==> src/rtl/regfile_wr_arbiter.sv <==
// Register-file write-port arbiter: round-robin between ALU and load writebacks, registered write.
// Define REGFILE_CLEAR_EN to zero-fill every register after reset before traffic is accepted.
module regfile_wr_arbiter #(
  parameter int ADDR_W = 5,
  parameter int DATA_W = 32
) (
  input  logic              clk,
  input  logic              reset,
  input  logic              a_valid,
  input  logic [ADDR_W-1:0] a_addr,
  input  logic [DATA_W-1:0] a_data,
  output logic              a_ready,
  input  logic              m_valid,
  input  logic [ADDR_W-1:0] m_addr,
  input  logic [DATA_W-1:0] m_data,
  output logic              m_ready,
  output logic              RegWrite,
  output logic [ADDR_W-1:0] wrAddr,
  output logic [DATA_W-1:0] wrData,
  output logic              busy
);

  typedef enum logic {GRANT_A, GRANT_M} grant_t;

  grant_t lastGrant;
  logic   inRun;

`ifdef REGFILE_CLEAR_EN
  typedef enum logic {CLEAR, RUN} state_t;

  state_t            state;
  state_t            stateNext;
  logic [ADDR_W-1:0] cnt;

  // NOTE: reset is synchronous, so it is tested inside the clocked block rather than in the sensitivity list.
  always_ff @(posedge clk) begin
    if (!reset) state <= CLEAR;
    else        state <= stateNext;
  end

  always_comb begin
    stateNext = state;
    if (state == CLEAR && cnt == '1) stateNext = RUN;
  end

  always_ff @(posedge clk) begin
    if (!reset)              cnt <= '0;
    else if (state == CLEAR) cnt <= cnt + ADDR_W'(1);
  end

  assign inRun = (state == RUN);
`else
  assign inRun = 1'b1;
`endif

  // Grants are gated by reset so nothing is accepted while the block is being reset.
  always_comb begin
    // NOTE: every output gets a default first so no path leaves it unassigned (no latch).
    a_ready = 1'b0;
    m_ready = 1'b0;
    busy    = reset & ~inRun;
    if (reset && inRun) begin
      a_ready = a_valid & (~m_valid | (lastGrant == GRANT_M));
      m_ready = m_valid & ~a_ready;
    end
  end

  // NOTE: sequential state uses non-blocking assignments so every register sees pre-edge values.
  always_ff @(posedge clk) begin
    if (!reset) begin
      RegWrite  <= 1'b0;
      wrAddr    <= '0;
      wrData    <= '0;
      lastGrant <= GRANT_M;
    end
`ifdef REGFILE_CLEAR_EN
    else if (!inRun) begin
      RegWrite <= 1'b1;
      wrAddr   <= cnt;
      wrData   <= '0;
    end
`endif
    else if (a_ready) begin
      RegWrite  <= 1'b1;
      wrAddr    <= a_addr;
      wrData    <= a_data;
      lastGrant <= GRANT_A;
    end
    else if (m_ready) begin
      RegWrite  <= 1'b1;
      wrAddr    <= m_addr;
      wrData    <= m_data;
      lastGrant <= GRANT_M;
    end
    else begin
      RegWrite <= 1'b0;
    end
  end

endmodule

==> config.mk <==
export PLATFORM = sky130hd
export DESIGN_NAME = regfile_wr_arbiter
export DESIGN_NICKNAME = d
export VERILOG_FILES = /design/src/rtl/regfile_wr_arbiter.sv
export SDC_FILE = /design/constraint.sdc
export NUM_CORES = 1
export LEC_CHECK = 0
export CAP_MARGIN = 30
export CORE_MARGIN = 2
export CORE_UTILIZATION = 39
export DETAILED_ROUTE_END_ITERATION = 7
export PLACE_DENSITY_LB_ADDON = 0.2
export REMOVE_ABC_BUFFERS = 1
export SETUP_SLACK_MARGIN = 0.5
export SLEW_MARGIN = 20
export SYNTH_ARGS = -nofsm -noshare
export SYNTH_HDL_FRONTEND = slang
export SYNTH_SLANG_ARGS = --single-unit
==> constraint.sdc <==
create_clock -name clk -period 2.72 [get_ports clk]
set_input_delay 0.68 -clock clk [delete_from_list [all_inputs] [get_ports clk]]
set_output_delay 0.68 -clock clk [all_outputs]
set_load 0.01 [all_outputs]
* Yosys cells after proc, flatten, opt, wreduce, memory -nomap -nowiden *
Index checks and enable logic that the tools add are counted.

word-level totals
  flip-flop bits (word level) = 39
  input port bits = 78
  output and inout port bits = 41
  word-level logic and storage cells = 20

cells by class
  multiplexer cells = 10
  bitwise gates (word level) = 5
  reductions and logical operators = 1

operators by type and width
  kind                number
  two-way mux 32 bit  2
  two-way mux 5 bit   2
  two-way mux 1 bit   6
  bitwise AND 1 bit   2
  NOT 1 bit           2
  nonzero test 2 bit  1
  bitwise OR 1 bit    1

* Longest topological paths before layout *
Gate-level depths: netlist (run 1).

  depth in word-level cells = 8
  depth in mapped cells = 5
  gate-level depth less buffers = 3

* Worst setup path before layout (run 1) *
No wires, ideal clock.

  kind = input to output
  from = input port m_valid
  to = output port a_ready
  arrival time = 1337 ps
  data required time = 2040 ps
  path slack = 703 ps
  cell stages on the path = 5
  cells stage by stage = nor2b_1 > nand3b_1 > buf_2 > buf_6 > inv_2

on the way
  word-level cells in the longest chain between the ends = 4

RTL lines
  element             line  source
  start: declaration  13    input logic m_valid,
  NOT 1 bit           63    a_ready = a_valid & (~m_valid | (lastGrant == GRANT_M));
  bitwise OR 1 bit    63
  bitwise AND 1 bit   63
  two-way mux 1 bit   62    if (reset && inRun) begin
  end: declaration    12    output logic a_ready,

Every way passes these cells.

* Final worst setup path (run 1) *
Same ends and word-level chain as after synthesis.

==> results.md, run 1 <==
- Fin. max-slew vios: 0
- Final Cycle Share: 77.7%
- Peak VDD IR: 0.284 mV
- Tot GR Track Use: 24.1%
- Clk root buf: clkbuf_8
- Worst Setup SP: m_valid
- Clock slew at reported path FFs: 70 ps
- CP Data Required Time: 2040 ps
- Placed insts: 382
- Netlist cell types: 17
- Worst r2r dst: wrData[31]$_SDFFE_PN0P_
- Ys Warns: 0
- Die Ht: 73.7 µm
- Setup bufs post-CTS: 0
- Total die area: 0.00544 mm²
- Layout cell share with drive strength beyond 1: 6.85%
- Crit path time final: 2110 ps
- Layout Skew: 1.50 ps
- Initial Util: 40.4%
- Detail Route Antenna Nets: 0
- Final hold vios: 0
- # clock sinks: 39
- Setup TNS: 0 ps
- Worst Setup Start Kind: primary input
- Crit path capture: a_ready
- First-pass GRT wire length: 10400 µm
- Crit path arrival time: 1430 ps
- # IOs: 119
- Pwr dens: 463 mW/mm²
- #FFs+latches synth: 39
- RSZ-0062 raised after global routing: no
- # H-tree levels: 2
- CTS tree: yes
- Highest Clock Rate: 473 MHz
- Hold path depth: 2
- Cells after synthesis: 231
- Reg area: 781 µm²
- Final WS setup: 607 ps
- Avg Inst Size Synth: 8.21 µm²
- Pre-CTS setup slack: 13.7 ps
- TritonCTS buffer count: 5
- Mapped cell area: 0.00190 mm²
- Hpwl dp: 4150 µm
- Relative slew slack: 52.7%
- Vias per cell: 5.78
- Commonest non-fill, non-tap cells in the layout: 112 x clkdlybuf4s50_1, 39 x dfxtp_1, 37 x nand3_1, 37 x o31ai_1, 37 x a31oi_1
- Fillers: 416
- Largest net degree at the start of global routing: 40
- Remaining global-route overflow: 0
- R2r setup slk: 1330 ps
- Worst hold path class: flop to flop
- Worst setup path category: primary input to primary output
- Antenna violations before repair: 0
- Port bufs: 117
- Row cnt: 25
- Core area: 0.00469 mm²
- Layout Nets: 413
- Worst slew pin tran: 709 ps
- Drt first-iter violations: 221
- DIE WIDTH: 73.7 µm
- Leading cell type in the layout, fill and taps excluded: clkdlybuf4s50_1
- Synth-to-Final Area Change: 65.4%
- Worst-skew pair later-pin latency: 280 ps
- Max Buffers Root-to-Sink: 2
- WL final: 6550 µm
- Fin cells: 390
- CP endpoint kind: primary output
- Seq/Total Area, Yosys: 41.2%
- Routed vias: 2253
- Vias in the first global route: 2163
- Setup Viol. Count Final: 0
- DRT Pass-1 Iters: 4
- P_leak: 1.09 nW
- Avg WL per Cell: 16.8 µm
- Max FO, Critical Path: 2
- Multi-input combinational cell area: 942 µm²
- Ant diodes: 0
- Worst R2R Path Depth: 4
- DRC: 0
- Final Wtd Congestion: 0.757
- Launch point of the worst reg-to-reg path: lastGrant$_SDFFE_PN1P_
- Max cap viols: 0
- Status: finished clean
## final cells by class
cell class | count | area share [%]
multi-input combinational | 159 | 30.0
tap | 54 | 2.15
sequential | 39 | 24.9
timing repair buffer | 128 | 39.5
clock buffer | 8 | 3.19
inverter | 2 | 0.239
## per-layer routing
metal  part of all wire (%)  vias up  track usage (%)
li1                       -     1094                -
met1                     42     1051             31.1
met2                     49       99             39.7
met3                    7.7        9             5.49
met4                    1.2        0             7.88
met5                      0        -                0
## worst min-delay path by stage
stage | startpoint | to | slack, ps
2_1_floorplan | lastGrant$_SDFFE_PN1P_ | lastGrant$_SDFFE_PN1P_ | 500
3_3_place_gp | wrData[16]$_SDFFE_PN0P_ | wrData[16]$_SDFFE_PN0P_ | 480
3_5_place_dp | wrAddr[4]$_SDFFE_PN0P_ | wrAddr[4]$_SDFFE_PN0P_ | 480
4_1_cts | wrAddr[4]$_SDFFE_PN0P_ | wrAddr[4]$_SDFFE_PN0P_ | 490
5_1_grt | wrAddr[3]$_SDFFE_PN0P_ | wrAddr[3]$_SDFFE_PN0P_ | 510
6_report | wrAddr[3]$_SDFFE_PN0P_ | wrAddr[3]$_SDFFE_PN0P_ | 490
## through the flow
step / power (W) / cell area (µm²) / utilization, % / hold slack [ps]
final: 0.00145 / 3140 / 66.9 / 491
after global routing: 0.00152 / 3140 / 66.9 / 512
after CTS: 0.00147 / 3140 / 66.9 / 493
after detailed placement: 0.00104 / 3050 / 65.0 / 482
after global placement: 0.00104 / 3050 / 65.0 / 475
after floorplan: 0.000782 / 1720 / - / 502
## repair_timing
action	CTS	global route
gates resized for setup	11	0
hold buffers	0	0
endpoints found under the setup margin	2	0
## cell usage after synthesis (all sizes together)
library cell,number,area [µm²]
o31ai,37,278
nor2,2,7.51
conb,1,3.75
and2,2,12.5
nand3b,1,7.51
a31oi,37,231
inv,2,7.51
nor2b,1,6.26
clkbuf,8,30.0
nand2,2,7.51
nand3,37,185
buf,23,144
o21ai,39,195
dfxtp,39,781
## worst max-delay path: stages
cell and delay (ps):
dlygate4sd2_1 250, nor2b_4 130, nand3b_1 180, inv_2 70, buf_2 120
## cell families (layout without fill, tap and decap cells)
group / Yosys count / after routing / synth area share (%)
compound gates: 113 / 113 / 37.1
buf+inv: 33 / 138 / 9.56
flops: 39 / 39 / 41.2
other cells: 1 / 1 / 0.198
simple gates: 45 / 45 / 11.9
## sequential cells by signal, summed over array words and instances, names as in the netlist
register,count
lastGrant,1
wrData,32
RegWrite,1
wrAddr,5
## power by group
group          switching [W]  total (W)  internal [W]
clock network       0.000196   0.000427      0.000232
registers          0.0000195   0.000633      0.000613
logic               0.000173   0.000394      0.000220
total               0.000388    0.00145       0.00107
Note: power is estimated with default switching activity, not from simulation.
==> inputs of run 2 (changes only) <==
--- a/config.mk
+++ b/config.mk
@@ -7,7 +7,7 @@
 export LEC_CHECK = 0
 export CAP_MARGIN = 30
 export CORE_MARGIN = 2
-export CORE_UTILIZATION = 39
+export CORE_UTILIZATION = 37
 export DETAILED_ROUTE_END_ITERATION = 7
 export PLACE_DENSITY_LB_ADDON = 0.2
 export REMOVE_ABC_BUFFERS = 1
==> constraint.sdc (replaced) <==
create_clock -name clk -period 2.2 [get_ports clk]
set_input_delay 0.55 -clock clk [delete_from_list [all_inputs] [get_ports clk]]
set_output_delay 0.55 -clock clk [all_outputs]
set_load 0.01 [all_outputs]
==> results.md, run 2 (same netlist as run 1, synthesis figures left out) <==
- Status: finished clean
- Largest net degree at the start of global routing: 40 (unchanged)
- Worst slew pin tran: 719 ps (+10.1 ps)
- Vias in the first global route: 2131 (-1.5%)
- DIE WIDTH: 75.6 µm (+2.5%)
- # H-tree levels: 2 (unchanged)
- Highest cell delay on the worst timing path: 180 ps (-70 ps)
- First-pass GRT wire length: 10100 µm (-2.7%)
- Finished Cell Area: 0.00312 mm² (-0.60%)
- Worst setup path category: primary input to primary output
- Largest regs: wrData x32, wrAddr x5
- Total die area: 0.00572 mm² (+5.1%)
- Port bufs: 117 (unchanged)
- Synth-to-Final Area Change: 64.4%
- Vias per cell: 5.55 (-3.9%)
- Initial Util: 37.6% (-2.8 points)
- Max Buffers Root-to-Sink: 2 (unchanged)
- Final Cycle Share: 75.4%
- Setup Viol. Count Final: 0 (unchanged)
- Commonest non-fill, non-tap cells in the layout: 74 x clkdlybuf4s50_1, 38 x dfxtp_1, 37 x nand3_1, 37 x o31ai_1, 37 x a31oi_1
- Setup bufs post-CTS: 0 (unchanged)
- Pre-CTS setup slack: -281 ps (-294 ps)
- Worst Setup Start Kind: primary input
- Worst hold path class: flop to flop
- Final WS setup: 542 ps (-64.8 ps)
- Pwr dens: 554 mW/mm² (+20%)
- Largest Register: wrData
- CP Data Required Time: 1650 ps (-390 ps)
- Max cap viols: 0 (unchanged)
- Fillers: 487 (+17%)
- Max FO, Critical Path: 4 (+2)
- Die Ht: 75.6 µm (+2.5%)
- Highest Clock Rate: 603 MHz
- Relative slew slack: 52.0% (-0.68 points)
- Largest register FFs: 32 (unchanged)
- Crit path time final: 1660 ps
- R2r setup slk: 910 ps (-420 ps)
- Final Wtd Congestion: 0.800 (+5.6%)
- Antenna violations before repair: 0 (unchanged)
- # clock sinks: 39 (unchanged)
- Layout Nets: 412 (-0.24%)
- Slowest CP cell: nand3b_1
- Tot GR Track Use: 22.9% (-1.3 points)
- Drt first-iter violations: 185 (-16%)
- P_leak: 1.28 nW (+18%)
- CP most frequent cell: buf_6
- GR peak layer: met2
- Row cnt: 26 (+4.0%)
- Critical path cell sequence: buf_6 -> nor2b_4 -> nand3b_1 -> inv_2 -> buf_6
- Worst-skew pair later-pin latency: 290 ps (about the same)
- Routed vias: 2242 (-0.49%)
- RSZ-0062 raised after global routing: yes
- Detail Route Antenna Nets: 0 (unchanged)
- Clk root buf: clkbuf_8
- Leading cell type in the layout, fill and taps excluded: clkdlybuf4s50_1
- Crit path arrival time: 1110 ps (-320 ps)
- CTS tree: yes
- Clock slew at reported path FFs: 70 ps (about the same)
- Met2 Use GR: 36.8% (-2.9 points)
- Peak VDD IR: 0.280 mV (-1.3%)
- CP endpoint kind: primary output
- Met1 Use GR: 28.9% (-2.2 points)
- WL final: 6390 µm (-2.4%)
- Pwr Total: 0.00173 W (+19%)
- Layout Skew: 4.92 ps (+3.42 ps)
- Fin. max-slew vios: 0 (unchanged)
- Ant diodes: 0 (unchanged)
- Post_cts resized: 52 (+41)
- DRT Pass-1 Iters: 4 (unchanged)
- Post-DP Area: 0.00306 mm² (+0.41%)
- Core area: 0.00504 mm² (+7.5%)
- Hold_buf cts: 0 (unchanged)
- DRC: 0 (unchanged)
- Layout cell share with drive strength beyond 1: 7.78% (+0.94 points)
- Final hold vios: 0 (unchanged)
- TritonCTS buffer count: 5 (unchanged)
- # IOs: 119 (unchanged)
- Avg WL per Cell: 15.8 µm (-5.8%)
- Remaining global-route overflow: 0 (unchanged)
- Hpwl dp: 4100 µm (-1.2%)
- Met3 Track Usage GR: 6.35% (+0.86 points)
run 2: final cells by class:
type                    count  area (µm²)  share of cell area [%]
clock buffers               6        82.6                    2.65
clock inverters             1        5.00                   0.160
inverters                   2        7.51                   0.241
multi-input cells         159         945                    30.3
flip-flops and latches     39         782                    25.1
well taps                  70        87.6                    2.81
repair buffers            127        1210                    38.8
run 2: layer usage:
layer,share of wire (%),vias up
met5,0,-
li1,-,1094
met4,2.5,0
met1,42,1046
met2,47,89
met3,7.9,13
run 2: worst max-delay path: cells and delay by family:
kind | cells | cell delay (ps)
simple gates | 2 | 300
buf+inv | 3 | 260
run 2: where the power goes:
part | switching, W | leakage, nW | internal [W]
Combinational | 0.000210 | 0.916 | 0.000242
Clock | 0.000249 | 0.0470 | 0.000246
Sequential | 0.0000227 | 0.321 | 0.000758
run 2: worst paths after layout:
check / start / endpoint / cells past startpoint
setup / recovery: m_valid / a_ready / 5
hold / removal: wrData[16]$_SDFFE_PN0P_ / wrData[16]$_SDFFE_PN0P_ / 2
setup reg to reg: lastGrant$_SDFFE_PN1P_ / wrAddr[4]$_SDFFE_PN0P_ / 4
hold reg to reg: wrData[16]$_SDFFE_PN0P_ / wrData[16]$_SDFFE_PN0P_ / 2
run 2: stage by stage:
stage,std cells,hold slack (ps),setup TNS [ps],util (%)
floorplan,200,502,-32870,-
finish,404,488,0,61.9
CTS,404,490,0,61.4
detailed placement,397,481,-533,60.8
global placement,397,475,-507,60.8
global route,404,506,0,61.9
==> inputs of run 3 (changes only) <==
--- a/config.mk
+++ b/config.mk
@@ -7,7 +7,7 @@
 export LEC_CHECK = 0
 export CAP_MARGIN = 30
 export CORE_MARGIN = 2
-export CORE_UTILIZATION = 37
+export CORE_UTILIZATION = 33
 export DETAILED_ROUTE_END_ITERATION = 7
 export PLACE_DENSITY_LB_ADDON = 0.2
 export REMOVE_ABC_BUFFERS = 1
==> constraint.sdc (replaced) <==
create_clock -name clk -period 1.4 [get_ports clk]
set_input_delay 0.35 -clock clk [delete_from_list [all_inputs] [get_ports clk]]
set_output_delay 0.35 -clock clk [all_outputs]
set_load 0.01 [all_outputs]
==> results.md, run 3 (same netlist as run 1, synthesis figures left out) <==
- Status: finished clean
- Clock slew at reported path FFs: 80 ps (about the same)
- Initial Util: 34.2% (-3.4 points)
- Final Wtd Congestion: 0.730 (-8.7%)
- Worst setup path category: flop to primary output
- P_leak: 1.30 nW (+0.95%)
- Crit path arrival time: 1050 ps (-60 ps)
- Row cnt: 27 (+3.8%)
- # clock sinks: 39 (unchanged)
- Max Buffers Root-to-Sink: 2 (unchanged)
- Hold_buf cts: 0 (unchanged)
- Final Cycle Share: 99.8%
- RSZ-0062 raised after global routing: yes
- Core area: 0.00554 mm² (+9.9%)
- Detail Route Antenna Nets: 0 (unchanged)
- Placed insts: 407 (+2.5%)
- WL final: 7080 µm (+11%)
- Finished Cell Area: 0.00345 mm² (+11%)
- Max cap viols: 0 (unchanged)
- DRC: 0 (unchanged)
- DIE WIDTH: 79.8 µm (+5.6%)
- Hpwl dp: 4310 µm (+4.9%)
- Ant diodes: 0 (unchanged)
- Largest Register: wrData
- Worst hold path class: flop to flop
- Commonest non-fill, non-tap cells in the layout: 74 x clkdlybuf4s50_1, 38 x dfxtp_2, 38 x buf_6
- Worst-skew pair later-pin latency: 290 ps (about the same)
- Final WS setup: 2.16 ps (-540 ps)
- Synth-to-Final Area Change: 82.1%
- DRT Pass-1 Iters: 4 (unchanged)
- Switch Pwr: 0.000814 W (+69%)
- Max FO, Critical Path: 3 (-1)
- Largest net degree at the start of global routing: 40 (unchanged)
- Total die area: 0.00637 mm² (+11%)
- R2r setup slk: 170 ps (-740 ps)
- Comb power frac: 27.5% (+1.4 points)
- Tot GR Track Use: 21.9% (-0.93 points)
- Highest Clock Rate: 715 MHz
- Remaining global-route overflow: 0 (unchanged)
- # IOs: 119 (unchanged)
- Clk root buf: clkbuf_8
- Final hold vios: 0 (unchanged)
- Crit path time final: 1400 ps
- # H-tree levels: 2 (unchanged)
- Fin. max-slew vios: 0 (unchanged)
- Drt first-iter violations: 103 (-44%)
- Seq pwr share: 40.7% (-4.5 points)
- Setup Viol. Count Final: 0 (unchanged)
- Layout Nets: 423 (+2.7%)
- Vias in the first global route: 2306 (+8.2%)
- Switch share: 26.3% (-1.6 points)
- Multi-input combinational cell area: 943 µm² (-0.13%)
- Die Ht: 79.8 µm (+5.6%)
- Fin cells: 418 (+3.5%)
- Leading cell type in the layout, fill and taps excluded: clkdlybuf4s50_1
- Clock power frac: 31.7% (+3.0 points)
- Largest register FFs: 32 (unchanged)
- Post-DP Area: 0.00319 mm² (+4.1%)
- Vias per cell: 5.63 (+1.4%)
- Layout Skew: 3.44 ps (-1.48 ps)
- Reg area: 828 µm² (+5.9%)
- Cell-internal power: 0.00228 W (+83%)
- CTS tree: yes
- CP Data Required Time: 1050 ps (-600 ps)
- Largest regs: wrData x32, wrAddr x5
- Peak VDD IR: 0.496 mV (+77%)
- Avg WL per Cell: 16.9 µm (+7.1%)
- Port bufs: 117 (unchanged)
- Pre-CTS setup slack: -622 ps (-341 ps)
- TritonCTS buffer count: 5 (unchanged)
- Layout cell share with drive strength beyond 1: 32.1% (+24 points)
- Worst Setup Start Kind: flop
- Antenna violations before repair: 0 (unchanged)
- Hold WS: 497 ps (+9.69 ps)
- Fillers: 516 (+6.0%)
- CP endpoint kind: primary output
- Pwr dens: 896 mW/mm² (+62%)
- First-pass GRT wire length: 11100 µm (+10%)
- Routed vias: 2353 (+5.0%)
-- run 3: cell types whose count changed in the layout (fill, tap and decap cells not counted), sizes merged --
cell,change
buf,+47
dlygate4sd2,-31
bufinv,+1
dlymetal6s2s,-5
-- run 3: worst paths after layout --
check	startpoint	to	cells past startpoint
max reg2reg	lastGrant$_SDFFE_PN1P_	wrData[2]$_SDFFE_PN0P_	4
min reg2reg	wrData[15]$_SDFFE_PN0P_	wrData[15]$_SDFFE_PN0P_	2
max	lastGrant$_SDFFE_PN1P_	m_ready	3
min	wrData[15]$_SDFFE_PN0P_	wrData[15]$_SDFFE_PN0P_	2
-- run 3: final cells by class --
type / instances / area share (%)
Timing Repair Buffer: 138 / 42.5
Tap cell: 72 / 2.61
Inverter: 2 / 0.217
Multi-Input combinational cell: 159 / 27.3
Sequential cell: 39 / 24.0
Clock buffer: 6 / 2.39
Clock inverter: 2 / 1.01
-- run 3: power groups by stage --
| stage | clock network, W | logic (W) | registers, W |
|---|---|---|---|
| 5_1_grt | 0.00105 | 0.000910 | 0.00127 |
| 2_1_floorplan | 0 | 0.000227 | 0.00129 |
| 3_5_place_dp | 0 | 0.000813 | 0.00126 |
| 6_report | 0.000981 | 0.000852 | 0.00126 |
| 3_3_place_gp | 0 | 0.000809 | 0.00125 |
| 4_1_cts | 0.00101 | 0.000844 | 0.00126 |
-- run 3: worst max-delay path, stage by stage (launching register included) --
cell	delay (ps)
dfxtp_2	340
and2_1	170
nor2_1	110
buf_2	140
-- run 3: what timing repair did --
| action | in CTS | in global routing |
|---|---|---|
| gates cloned | 1 | 0 |
| buffers inserted | 1 | 1 |
| endpoints found under the setup margin | 79 | 79 |
| gates resized for setup | 242 | 5 |
-- run 3: through the flow --
step                      setup TNS [ps]  total power [W]  util, %
after detailed placement          -17050          0.00207     57.6
after global placement            -15620          0.00206     57.6
after floorplan                   -56210          0.00152        -
final                                  0          0.00309     62.3
after CTS                              0          0.00311     61.9
after global routing               -95.8          0.00323     62.3
-- run 3: layer usage --
layer  track usage, %  wire (µm)
met1             25.3       2960
met2             39.3       3430
met3             6.79        630
met4             5.42         48
met5                0          0
==> variant (config.mk and constraints of run 3) <==
Add a define of `REGFILE_CLEAR_EN`.
--- a/src/rtl/regfile_wr_arbiter.sv
+++ b/src/rtl/regfile_wr_arbiter.sv
@@ -1,4 +1,6 @@
 // Register-file write-port arbiter: round-robin between ALU and load writebacks, registered write.
 // Define REGFILE_CLEAR_EN to zero-fill every register after reset before traffic is accepted.
+`define REGFILE_CLEAR_EN
+
 module regfile_wr_arbiter #(
   parameter int ADDR_W = 5,
Check against the original RTL: not equivalent (Yosys sat finds a counterexample within 4 cycles, from zero or initial values and one cycle with reset low).
==> variant against run 3 <==
First-iteration DRC count is 40% lower. Sequential cell count is 6 higher. The flow now finishes with violations (negative setup slack). Setup slack worse by 0.042 ns. Synthesized area is 12% higher. Total power is 14% lower. Cell area is 18% higher. Die area is 12% higher. Wire length is 3.8% higher. Largest power group unchanged. Maximum frequency is 2.9% lower.
==> variant: results (changes against run 3) <==
<table>
<tr><th>Metric</th><th>Value</th></tr>
<tr><th colspan="2">Logic synthesis</th></tr>
<tr><td>Main area contributors after synthesis</td><td>sky130_fd_sc_hd__dfxtp_1 42%, sky130_fd_sc_hd__mux2i_1 8.9%, sky130_fd_sc_hd__a221o_1 7.1%</td></tr>
<tr><td>Number of distinct standard cells referenced by the synthesized netlist</td><td>33 (+16)</td></tr>
<tr><td>Parity-gate share of the synthesized area counting xor and xnor cells</td><td>1.23% (+1.2 points)</td></tr>
<tr><td>Per-instance average area after synthesis</td><td>9.67 sq um (+18%)</td></tr>
<tr><td>Most frequent cells after synthesis</td><td>45 x sky130_fd_sc_hd__dfxtp_1, 21 x sky130_fd_sc_hd__a21oi_1, 20 x sky130_fd_sc_hd__and3_1, 20 x sky130_fd_sc_hd__nand3_1, 19 x sky130_fd_sc_hd__mux2i_1</td></tr>
<tr><td>Adder and majority gate portion of the synthesized area</td><td>1.18% (+1.2 points)</td></tr>
<tr><td>Compound-cell area share of the yosys netlist</td><td>23.8% (-13 points)</td></tr>
<tr><td>Share of cell area taken by muxes after synthesis</td><td>8.94% (+8.9 points)</td></tr>
<tr><th colspan="2">Placed design</th></tr>
<tr><td>Number of buffers added on ports</td><td>118 (+0.85%)</td></tr>
<tr><td>Post-DP HPWL</td><td>4570 microns (+6.2%)</td></tr>
<tr><td>Cell Count Post-Placement</td><td>413 (+1.5%)</td></tr>
<tr><td>Area post-placement</td><td>3440 sq um (+8.0%)</td></tr>
<tr><td>Worst slack after detailed placement</td><td>-0.713 ns (-0.0914 ns)</td></tr>
<tr><th colspan="2">Timing</th></tr>
<tr><td>Final number of setup-violating endpoints</td><td>2 (+2)</td></tr>
<tr><td>Worst Slack Setup Final</td><td>-0.0400 ns (-0.0422 ns)</td></tr>
<tr><th colspan="2">Drt</th></tr>
<tr><td>Routed len/inst</td><td>16.7 microns (-1.6%)</td></tr>
<tr><td>Mean number of vias per cell</td><td>5.15 (-8.6%)</td></tr>
<tr><td>WL final</td><td>7350 microns (+3.8%)</td></tr>
<tr><th colspan="2">Critical path</th></tr>
<tr><td>Worst endpoint data arrival time</td><td>1.09 ns (+0.04 ns)</td></tr>
<tr><td>Slowest CP cell</td><td>sky130_fd_sc_hd__dfxtp_4</td></tr>
<tr><th colspan="2">Layout</th></tr>
<tr><td>Share of layout cells above drive strength 1</td><td>44.0% (+12 points)</td></tr>
<tr><td>Largest registers</td><td>wrData x32, cnt x5, wrAddr x5</td></tr>
<tr><td>Number of nets at the end of the flow</td><td>443 (+4.7%)</td></tr>
<tr><th colspan="2">GRT</th></tr>
<tr><td>Wire length of the first global-routing pass</td><td>11600 microns (+4.2%)</td></tr>
<tr><td>Via count of the first global-routing pass</td><td>2299 (-0.30%)</td></tr>
<tr><td>GRT Overall Usage</td><td>20.5% (-1.4 points)</td></tr>
<tr><th colspan="2">Status</th></tr>
<tr><td>Failing checks</td><td>negative setup slack</td></tr>
<tr><td>Result of the run</td><td>finished with violations</td></tr>
<tr><th colspan="2">Power and ir drop</th></tr>
<tr><td>Static Leak</td><td>1.77 nW (+36%)</td></tr>
</table>
==> variant: cell count changes after synthesis, sizes merged, moves of 15 or more <==
cell / change
nand3: -17
o31ai: -37
a21o: +16
and3: +21
a221o: +15
a31oi: -37
o21ai: -38
mux2i: +19
a21oi: +21
==> variant: layout make-up <==
class                      count  area [sq um]  share of cell area, %
clock buffer                   7          96.3                   2.37
clock inverter                 1          5.00                  0.123
multi-input combinational    152          1220                   30.1
sequential                    45           955                   23.5
timing repair buffer         159          1690                   41.6
tap                           77          96.3                   2.37
==> variant: timing repair <==
action | in CTS | in global routing
cloned | 4 | 0
buffers inserted | 10 | 6
pin swaps | 14 | 11
setup endpoints to repair | 86 | 86
gates resized for setup | 289 | 9
==> variant: worst max-delay path, delay by kind of cell (launching register included) <==
family,cells,cell delay (ns)
buffers and inverters,1,0.11
DFF,1,0.37
and+or+nand+nor,2,0.31
==> variant: routing by layer <==
metal	vias up	share of wire (%)	GRT usage (%)
li1	1108	-	-
met1	1058	43	26.5
met2	96	47	32.7
met3	7	9.2	7.18
met4	0	1.0	5.28
met5	-	0	0
==> variant: path summary, 6_finish.rpt <==
kind                                         startpoint                      end  slack [ns]  depth (start not counted)
worst max-delay path             lastGrant$_SDFFE_PN1P_                  a_ready       -0.04                          3
worst min-delay path            wrData[28]$_SDFFE_PN0P_  wrData[28]$_SDFFE_PN0P_        0.54                          2
worst max register to register   lastGrant$_SDFFE_PN1P_   wrAddr[1]$_SDFFE_PN0P_           0                          5
worst min register to register  wrData[28]$_SDFFE_PN0P_  wrData[28]$_SDFFE_PN0P_        0.54                          2
==> variant: power by group <==
group | leakage, nW | internal [mW] | switching [mW]
clock network | 0.0542 | 0.447 | 0.461
registers | 0.384 | 1.29 | 0.0112
logic | 1.33 | 0.301 | 0.143
total | 1.77 | 2.04 | 0.615
